--- src/rtl/reset_pulse_meter_pkg.sv ---
// Shared definitions for the reset pulse generator/meter pair.
//   meter_state_e : states of the pulse measurement FSM
//   ns_to_cycles  : converts a duration in ns to clock cycles, rounding up
package reset_pulse_pkg;

    typedef enum logic [1:0] {
        WAIT_LOW = 2'd0,
        IDLE     = 2'd1,
        MEASURE  = 2'd2
    } meter_state_e;

    // Rounds up so that a generated or checked pulse is never shorter than requested.
    function automatic longint unsigned ns_to_cycles(input longint unsigned clock_hz,
                                                     input longint unsigned ns);
        return (ns * clock_hz + 64'd999_999_999) / 64'd1_000_000_000;
    endfunction

endpackage

--- src/rtl/reset_pulse_meter_if.sv ---
// Signal bundle between a pulse source/observer and reset_pulse_meter.
//   pulse_in    : asynchronous active-high pulse to measure
//   clear_flags : synchronous clear of reset_seen
//   width_out   : width of the last completed pulse (cycles, saturating)
//   width_valid : one-cycle strobe marking a completed pulse
//   too_short   : last pulse below the qualification width
//   saturated   : last pulse reached the counter maximum
//   reset_seen  : sticky, set by any qualified pulse
//   pulse_count : number of qualified pulses, modulo 256
// COUNT_W must match the COUNT_W of the attached meter.
interface reset_pulse_meter_if #(
    parameter int COUNT_W = 8
);
    logic               pulse_in;
    logic               clear_flags;
    logic [COUNT_W-1:0] width_out;
    logic               width_valid;
    logic               too_short;
    logic               saturated;
    logic               reset_seen;
    logic [7:0]         pulse_count;

    modport master (
        output pulse_in,
        output clear_flags,
        input  width_out,
        input  width_valid,
        input  too_short,
        input  saturated,
        input  reset_seen,
        input  pulse_count
    );

    modport slave (
        input  pulse_in,
        input  clear_flags,
        output width_out,
        output width_valid,
        output too_short,
        output saturated,
        output reset_seen,
        output pulse_count
    );
endinterface

--- src/rtl/reset_pulse_meter_sync_2ff.sv ---
// Two-flop synchronizer for a single asynchronous level.
//   clk   : destination clock
//   rst_n : asynchronous active-low reset, clears both flops
//   d     : asynchronous input
//   q     : synchronized output, two edges behind d
module sync_2ff (
    input  logic clk,
    input  logic rst_n,
    input  logic d,
    output logic q
);
    logic meta_r;
    logic sync_r;

    // Two-stage capture of the asynchronous input.
    always_ff @(posedge clk or negedge rst_n) begin
        if (!rst_n) begin
            meta_r <= 1'b0;
            sync_r <= 1'b0;
        end else begin
            meta_r <= d;
            sync_r <= meta_r;
        end
    end

    assign q = sync_r;
endmodule

--- src/rtl/reset_pulse_meter.sv ---
// Measures the high width of an asynchronous pulse in clock cycles and
// classifies each completed pulse as qualified, too short or saturated.
//   clk   : system clock
//   rst_n : asynchronous active-low reset
//   bus   : slave side of reset_pulse_meter_if (pulse_in, clear_flags in;
//           width_out, width_valid, too_short, saturated, reset_seen,
//           pulse_count out, all registered)
module reset_pulse_meter
    import reset_pulse_pkg::*;
#(
    parameter int CLOCK_HZ = 48000000,
    parameter int MIN_NS   = 255,
    parameter int COUNT_W  = 8
) (
    input  logic clk,
    input  logic rst_n,
    reset_pulse_meter_if.slave bus
);
    localparam longint unsigned MIN_CYCLES_L = ns_to_cycles(64'(CLOCK_HZ), 64'(MIN_NS));
    localparam longint unsigned CNT_MAX_L    = (64'd1 << COUNT_W) - 64'd1;

    if ((MIN_CYCLES_L == 64'd0) || (MIN_CYCLES_L > CNT_MAX_L)) begin : g_min_cycles_bad
        $error("reset_pulse_meter: MIN_CYCLES must be in 1..2**COUNT_W-1");
    end

    localparam logic [COUNT_W-1:0] MIN_CYCLES = COUNT_W'(MIN_CYCLES_L);
    localparam logic [COUNT_W-1:0] CNT_MAX    = {COUNT_W{1'b1}};
    localparam logic [COUNT_W-1:0] CNT_ONE    = COUNT_W'(1'b1);

    logic               sync_q_s;
    logic [1:0]         settle_r;
    logic               ready_s;
    meter_state_e       state_r, state_s;
    logic [COUNT_W-1:0] cnt_r, cnt_s;
    logic [COUNT_W-1:0] width_r, width_s;
    logic               valid_r, valid_s;
    logic               short_r, short_s;
    logic               sat_r, sat_s;
    logic               seen_r, seen_s;
    logic [7:0]         count_r, count_s;
    logic               qual_s;

    sync_2ff u_sync (
        .clk   (clk),
        .rst_n (rst_n),
        .d     (bus.pulse_in),
        .q     (sync_q_s)
    );

    // Tracks when sync_q reflects a real sample rather than the flops' reset zeros;
    // without it a pulse already high at reset release would look like a fresh edge.
    always_ff @(posedge clk or negedge rst_n) begin
        if (!rst_n) begin
            settle_r <= 2'b00;
        end else begin
            settle_r <= {settle_r[0], 1'b1};
        end
    end

    assign ready_s = settle_r[1];

    // Next-state, counter and result logic of the measurement FSM.
    always_comb begin
        state_s = state_r;
        cnt_s   = cnt_r;
        width_s = width_r;
        valid_s = 1'b0;
        short_s = short_r;
        sat_s   = sat_r;
        qual_s  = 1'b0;
        case (state_r)
            WAIT_LOW: begin
                if (ready_s && !sync_q_s) begin
                    state_s = IDLE;
                end else begin
                    state_s = WAIT_LOW;
                end
            end
            IDLE: begin
                if (sync_q_s) begin
                    state_s = MEASURE;
                    cnt_s   = CNT_ONE;
                end else begin
                    state_s = IDLE;
                end
            end
            MEASURE: begin
                if (sync_q_s) begin
                    // Hold at the maximum so long pulses read as saturated, not wrapped.
                    if (cnt_r == CNT_MAX) begin
                        cnt_s = cnt_r;
                    end else begin
                        cnt_s = cnt_r + CNT_ONE;
                    end
                end else begin
                    width_s = cnt_r;
                    valid_s = 1'b1;
                    short_s = (cnt_r < MIN_CYCLES);
                    sat_s   = (cnt_r == CNT_MAX);
                    qual_s  = !(cnt_r < MIN_CYCLES);
                    state_s = IDLE;
                end
            end
            default: begin
                state_s = WAIT_LOW;
            end
        endcase

        // A qualified strobe beats a coincident clear so no pulse goes unnoticed.
        if (qual_s) begin
            seen_s = 1'b1;
        end else if (bus.clear_flags) begin
            seen_s = 1'b0;
        end else begin
            seen_s = seen_r;
        end

        if (qual_s) begin
            count_s = count_r + 8'd1;
        end else begin
            count_s = count_r;
        end
    end

    // State and result registers.
    always_ff @(posedge clk or negedge rst_n) begin
        if (!rst_n) begin
            state_r <= WAIT_LOW;
            cnt_r   <= {COUNT_W{1'b0}};
            width_r <= {COUNT_W{1'b0}};
            valid_r <= 1'b0;
            short_r <= 1'b0;
            sat_r   <= 1'b0;
            seen_r  <= 1'b0;
            count_r <= 8'd0;
        end else begin
            state_r <= state_s;
            cnt_r   <= cnt_s;
            width_r <= width_s;
            valid_r <= valid_s;
            short_r <= short_s;
            sat_r   <= sat_s;
            seen_r  <= seen_s;
            count_r <= count_s;
        end
    end

    assign bus.width_out   = width_r;
    assign bus.width_valid = valid_r;
    assign bus.too_short   = short_r;
    assign bus.saturated   = sat_r;
    assign bus.reset_seen  = seen_r;
    assign bus.pulse_count = count_r;
endmodule

--- src/flat_wrapper.sv ---
// flat-port wrapper written by rule: the top's interface ports become plain ports
module reset_pulse_meter_flat import reset_pulse_pkg::*;
#(
    parameter int CLOCK_HZ = 48000000,
    parameter int MIN_NS   = 255,
    parameter int COUNT_W  = 8
)
  (clk, rst_n, bus_pulse_in, bus_clear_flags, bus_width_out, bus_width_valid, bus_too_short, bus_saturated, bus_reset_seen, bus_pulse_count);
  reset_pulse_meter_if #(.COUNT_W(COUNT_W)) bus_i ();
  input  logic clk;
  input  logic rst_n;
  input wire logic [$bits(bus_i.pulse_in)-1:0] bus_pulse_in;
  input wire logic [$bits(bus_i.clear_flags)-1:0] bus_clear_flags;
  output wire logic [$bits(bus_i.width_out)-1:0] bus_width_out;
  output wire logic [$bits(bus_i.width_valid)-1:0] bus_width_valid;
  output wire logic [$bits(bus_i.too_short)-1:0] bus_too_short;
  output wire logic [$bits(bus_i.saturated)-1:0] bus_saturated;
  output wire logic [$bits(bus_i.reset_seen)-1:0] bus_reset_seen;
  output wire logic [$bits(bus_i.pulse_count)-1:0] bus_pulse_count;
  assign bus_i.pulse_in = bus_pulse_in;
  assign bus_i.clear_flags = bus_clear_flags;
  assign bus_width_out = bus_i.width_out;
  assign bus_width_valid = bus_i.width_valid;
  assign bus_too_short = bus_i.too_short;
  assign bus_saturated = bus_i.saturated;
  assign bus_reset_seen = bus_i.reset_seen;
  assign bus_pulse_count = bus_i.pulse_count;
  reset_pulse_meter #(.CLOCK_HZ(CLOCK_HZ), .MIN_NS(MIN_NS), .COUNT_W(COUNT_W)) u_core (.clk(clk), .rst_n(rst_n), .bus(bus_i));
endmodule
--- config.mk ---
export PLATFORM = sky130hd
export DESIGN_NAME = reset_pulse_meter_flat
export DESIGN_NICKNAME = d
export VERILOG_FILES = /design/src/rtl/reset_pulse_meter_pkg.sv /design/src/rtl/reset_pulse_meter_if.sv /design/src/rtl/reset_pulse_meter_sync_2ff.sv /design/src/rtl/reset_pulse_meter.sv /design/src/flat_wrapper.sv
export SDC_FILE = /design/constraint.sdc
export NUM_CORES = 1
export LEC_CHECK = 0
export BUFFER_PORTS_ARGS = -buffer_cell sky130_fd_sc_hd__buf_2
export CORE_MARGIN = 8
export CORE_UTILIZATION = 54
export CTS_CLUSTER_SIZE = 12
export DETAILED_ROUTE_END_ITERATION = 8
export HOLD_SLACK_MARGIN = 0.06
export PLACE_DENSITY = 0.77
export SETUP_SLACK_MARGIN = 0.1
export SLEW_MARGIN = 20
export SYNTH_ARGS = -nofsm -noshare
export SYNTH_HDL_FRONTEND = slang
export SYNTH_SLANG_ARGS = --single-unit
--- constraint.sdc ---
create_clock -name clk -period 1.7 [get_ports clk]
set_input_delay 0.085 -clock clk [delete_from_list [all_inputs] [get_ports clk]]
set_output_delay 0.085 -clock clk [all_outputs]
set_load 0.1 [all_outputs]
* Yosys cells after proc, flatten, opt, wreduce, memory -nomap -nowiden
Cells that the tools add are included.
Storage, ports and cells: memories 0, flip-flop bits (word level) 34, latch bits 0, bits of input ports 4, output and inout port bits 20, bits in read-only memories 0, RAM bits 0
Cells by class: add/subtract/negate cells 2, equal/unequal tests 7, mux-type cells 14, bitwise operators 1, order comparisons 1, shift-type cells 0, divide/modulo/power cells 0, reductions and logical operators 8, multiply operators 0
Operator list (count):
- two-way mux 8 bit | 3
- adder 8 x 1 -> 8 bit (second input constant) | 2
- case mux 8 bit (2 select lines) | 1
- == test 8 bit (second input constant) | 1
- < comparator 8 x 4 -> 1 bit (second input constant) | 1
- != test 2 bit (second input constant) | 4
- two-way mux 1 bit | 7
- case mux 2 bit (3 select lines) | 1
- two-way mux 2 bit | 2
- AND reduction 4 bit | 1
- nonzero test 2 bit | 2
- == test 2 x 1 -> 1 bit (second input constant) | 1
- == test 2 bit (second input constant) | 1
- logical NOT 1 bit | 2
- logical NOT 2 bit | 1
- AND reduction 2 bit | 1
- logical AND 1 bit | 1
- inverter 1 bit | 1

* Longest topological paths before layout
depth in word-level cells 5, gate-level depth with buffers 6, depth with buffers taken out 6

* Modules after synthesis
A second synthesis with hierarchy kept.
Unflattened totals: cells, all modules 129, area total of the unflattened synthesis 1512.7 um^2
By module, submodules not included:
- reset_pulse_meter | cells an instance 127, times used 1, area an instance 1462.7 um^2
- sync_2ff | cells an instance 2, times used 1, area an instance 50.0 um^2

* Worst setup path before layout
Ideal clock, no wire load.
path kind flip-flop to flip-flop, start point register u_core.count_r[0] (netlist: u_core.bus.pulse_count[0]), end point register u_core.count_r[1] (netlist: u_core.bus.pulse_count[1]), slack -7 ps, library setup time 126 ps, buffers on the path 0, stages on the path, launching flop included 3, clock period less this slack 1707 ps, data arrival time 1581 ps, path through dfrtp_1 > ha_1 > mux2_2
On the way: longest elaborated chain between the ends 1
Ends and longest elaborated chain:
- from (decl) | RTL line reset_pulse_meter.sv:40 | logic [7:0] count_r, count_s;
- from (signal assigned) | RTL line reset_pulse_meter.sv:144 | count_r <= count_s;
- adder 8 x 1 -> 8 bit | RTL line reset_pulse_meter.sv:119 | count_s = count_r + 8'd1;
Every way passes these cells. A chain may end at the register's enable or synchronous reset.

* Worst setup path after layout
start point register u_core.cnt_r[1], end point register u_core.cnt_r[7]
On the way: longest elaborated chain between the ends 4, elaborated cells on any way between the ends 7
Ends and longest elaborated chain:
- from (decl) | RTL line reset_pulse_meter.sv:34 | logic [COUNT_W-1:0] cnt_r, cnt_s;
- from (signal assigned) | RTL line reset_pulse_meter.sv:129 | cnt_r <= {COUNT_W{1'b0}};
- from (signal assigned) | RTL line reset_pulse_meter.sv:138 | cnt_r <= cnt_s;
- adder 8 x 1 -> 8 bit | RTL line reset_pulse_meter.sv:93 | cnt_s = cnt_r + CNT_ONE;
- two-way mux 8 bit | RTL line reset_pulse_meter.sv:90 | if (cnt_r == CNT_MAX) begin
- two-way mux 8 bit | RTL line reset_pulse_meter.sv:88 | if (sync_q_s) begin
- case mux 8 bit (2 select lines) | RTL line reset_pulse_meter.sv:71 | case (state_r)
Several ways; a longest one is shown, not always the timed one. The select of a mux whose other input is x is not followed.

==> flow_metrics.py <==
metrics = {
    "outcome": {
        "status": "completed",
    },
    "grt": {
        "grt_usage_pct": 14.1,
        "grt_pass1_wl_um": 4900,
        "grt_pass1_vias": 1147,
        "grt_overflow": 0,
        "grt_max_degree": 35,
        "antenna_found_initial": 0,
    },
    "worst_setup_path": {
        "r2r_cells": 4,
        "critPathKind": "register to register",
        "r2r_start": "u_core.cnt_r[1]",
        "arrival_ns": 1.90,
        "startpoint_type": "register",
        "crit_path_max_fanout": 4,
        "r2r_end": "u_core.cnt_r[7]",
        "r2r_slack_ns": 0.06,
        "required_ns": 1.96,
        "critPathCaptureType": "register",
    },
    "placement": {
        "gp_congestion": 0.922,
        "hpwlAfterDp_um": 2070,
        "post-place-ws_ns": 0.0207,
        "numPortBuffers": 23,
    },
    "hold_path": {
        "hp-class": "primary input to asynchronous set/reset pin",
    },
    "synthesis": {
        "syn-num-nets": 130,
        "yosysSeqAreaShare_pct": 57.7,
        "synthDistinctLibCells": 38,
        "postSynthAreaPerCell_um2": 12.0,
        "ys_seq_elements": 34,
        "synthCells": 123,
        "synth_warnings": 0,
        "synth.cell_area_um2": 1480,
    },
    "clock_network": {
        "root_buffer": "clkbuf_4",
        "ctsHtreeMaxLevel": 2,
        "tritoncts": "done",
        "clockBufferDepth": 2,
        "clk_pin_slew_worst_paths_ns": 0.10,
        "cts.sinks": 34,
        "cts_inserted_buffers": 5,
        "clkLatencyLatePin_ns": 0.33,
    },
    "cells_and_area": {
        "drive_gt1_share_pct": 43.6,
        "antennaDiodeCount": 0,
        "areaGrowthSynthToFinish_pct": 25.0,
        "final_nets": 171,
        "fillers": 212,
    },
    "pwr": {
        "p_per_area_nw_per_um2": 1130,
        "p_leak_nw": 0.893,
        "ir_drop_mv": 1.12,
        "p_total_w": 0.00209,
    },
    "die": {
        "dieArea_um2": 4660,
        "die_x_um": 68.3,
        "pin_count": 24,
        "rows": 19,
        "core_area_um2": 2690,
        "start_util_pct": 54.9,
        "die_h_um": 68.3,
    },
    "timing": {
        "maxSlewViolCount": 0,
        "tns_ns": 0,
        "skew_ns": 0.0121,
        "fin_crit_ns": 1.64,
        "timing.fmax_mhz": 610,
        "fin_ws_ns": 0.0595,
        "rsz0062_at_grt": "yes",
        "finalHoldViolCount": 0,
        "worstMarginPinSlew_ns": 0.727,
        "setup_violations": 0,
        "max-slew-margin-rel_pct": 51.5,
        "min_period_over_period_pct": 96.5,
    },
    "job": {
        "cap_viol_max_count": 0,
    },
    "routing": {
        "routed-via-count": 1097,
        "vias_per_cell": 5.60,
        "dr.pass1.iters": 4,
        "drc": 0,
        "ant_nets": 0,
        "drt_wl_total_um": 3030,
        "drt_iter0_markers": 59,
        "wl_per_cell_um": 15.5,
    },
}
## power breakdown
part           internal, W  switching (W)  leakage [nW]  total [W]
Clock             0.000204       0.000248        0.0326   0.000452
Combinational     0.000172       0.000457         0.426   0.000629
Sequential        0.000901       0.000111         0.434    0.00101
Total              0.00128       0.000816         0.893    0.00209
## metal layers
| metal | wire length [um] | GRT usage, % | share of wire (%) |
|---|---|---|---|
| met1 | 1320 | 15.5 | 43 |
| met2 | 1510 | 22.9 | 50 |
| met3 | 169 | 4.91 | 5.6 |
| met4 | 36 | 8.70 | 1.2 |
| met5 | 0 | 0 | 0 |
## worst max path at each step
stage	from	endpoint	slack, ns	depth (start not counted)
2_1_floorplan	u_core.cnt_r[0]	u_core.cnt_r[3]	0.10	5
3_3_place_gp	u_core.cnt_r[0]	u_core.cnt_r[3]	0.03	5
3_5_place_dp	u_core.cnt_r[0]	u_core.cnt_r[3]	0.02	5
4_1_cts	u_core.cnt_r[6]	u_core.cnt_r[7]	0.10	4
5_1_grt	u_core.cnt_r[1]	u_core.cnt_r[7]	-0.02	4
6_report	u_core.cnt_r[1]	u_core.cnt_r[7]	0.06	4
## critical path: stages, from the launching register on
cell and delay (ns):
dfrtp_2 0.46, ha_4 0.18, a311o_1 0.38, or4_4 0.42, a21oi_2 0.12
## area by class of cell
class,instances,area (um^2),area share (%)
well taps,31,38.8,2.10
inverters,6,22.5,1.22
clock buffers,8,58.8,3.19
multi-input cells,79,627,34.0
repair buffers,38,235,12.8
flip-flops and latches,34,862,46.7
## state kept, by name, summed over array words and instances (netlist names)
name and count:
u_core.bus.pulse_count 8, u_core.bus.reset_seen 1, u_core.bus.saturated 1, u_core.bus.too_short 1, u_core.bus.width_out 8, u_core.bus.width_valid 1
u_core.cnt_r 8, u_core.settle_r 2, u_core.state_r 2, u_core.u_sync.meta_r 1, u_core.u_sync.q 1
## cells in the mapped netlist
master / n / area (um^2)
o21ai_0: 3 / 15.0
mux2i_1: 1 / 10.0
buf_2: 2 / 10.0
or4_1: 1 / 7.51
ha_1: 3 / 37.5
nor2b_1: 1 / 6.26
nand2_1: 8 / 30.0
o31ai_1: 1 / 7.51
a21boi_2: 1 / 11.3
a31oi_1: 1 / 6.26
or3_1: 1 / 6.26
nand4_1: 6 / 37.5
a211oi_1: 2 / 15.0
and2_1: 2 / 12.5
a21oi_1: 3 / 15.0
nand3b_1: 1 / 7.51
conb_1: 1 / 3.75
a311o_1: 1 / 10.0
xor2_1: 2 / 17.5
inv_1: 6 / 22.5
a21o_1: 1 / 7.51
o32ai_1: 1 / 8.76
xnor2_1: 6 / 52.6
nor2_1: 4 / 15.0
nor4b_1: 2 / 17.5
nor4_1: 1 / 6.26
a32oi_1: 1 / 8.76
and3_1: 2 / 12.5
clkbuf_2: 1 / 5.00
nor3_1: 5 / 25.0
and4_1: 2 / 17.5
a221oi_1: 1 / 8.76
mux2_2: 10 / 113
and3_4: 1 / 11.3
nor3b_2: 1 / 12.5
dfrtp_1: 34 / 851
nand3_1: 2 / 10.0
clkbuf_1: 1 / 3.75
## per-stage QoR
| stage | std cells | utilization (%) | hold WS, ns | instance area, um^2 |
|---|---|---|---|---|
| 2_1_floorplan | 123 | - | -0.211 | 1480 |
| 3_3_place_gp | 180 | 62.2 | 0.173 | 1670 |
| 3_5_place_dp | 180 | 62.2 | 0.186 | 1670 |
| 4_1_cts | 193 | 66.3 | 0.363 | 1780 |
| 5_1_grt | 196 | 68.7 | 0.369 | 1840 |
| 6_report | 196 | 68.7 | 0.348 | 1840 |
## cell families (layout without fill, tap and decap cells)
logic type,count (synthesis),in the layout,share of synthesized area (%)
buf+inv,10,52,2.80
other cells,1,1,0.254
flops,34,34,57.7
fa+ha+maj,3,3,2.54
mux,11,11,8.31
xor+xnor,8,8,4.75
simple gates,40,40,15.9
compound gates,16,16,7.72
## what timing repair did
action	in CTS	in global routing
buffers inserted	2	3
setup endpoints to repair	3	11
endpoints found under the hold margin	36	0
gates resized for setup	1	13
hold buffers	3	0
pin swaps	2	6
## placed cells by master (no fill, tap or decap), types with 2 or more instances in the layout
cell	synthesis	final
a211oi_1	2	2
a21oi_1	3	2
and3_1	2	2
and4_1	2	2
buf_2	2	23
buf_4	0	12
clkbuf_1	1	2
clkbuf_4	0	5
dfrtp_1	34	25
dfrtp_2	0	9
dlygate4sd3_1	0	3
inv_1	6	5
mux2_2	10	10
nand2_1	8	7
nand3_1	2	2
nand4_1	6	6
nor2_1	4	4
nor3_1	5	5
o21ai_0	3	3
xnor2_1	6	6
xor2_1	2	2
Note: power is estimated with default switching activity, not from simulation.
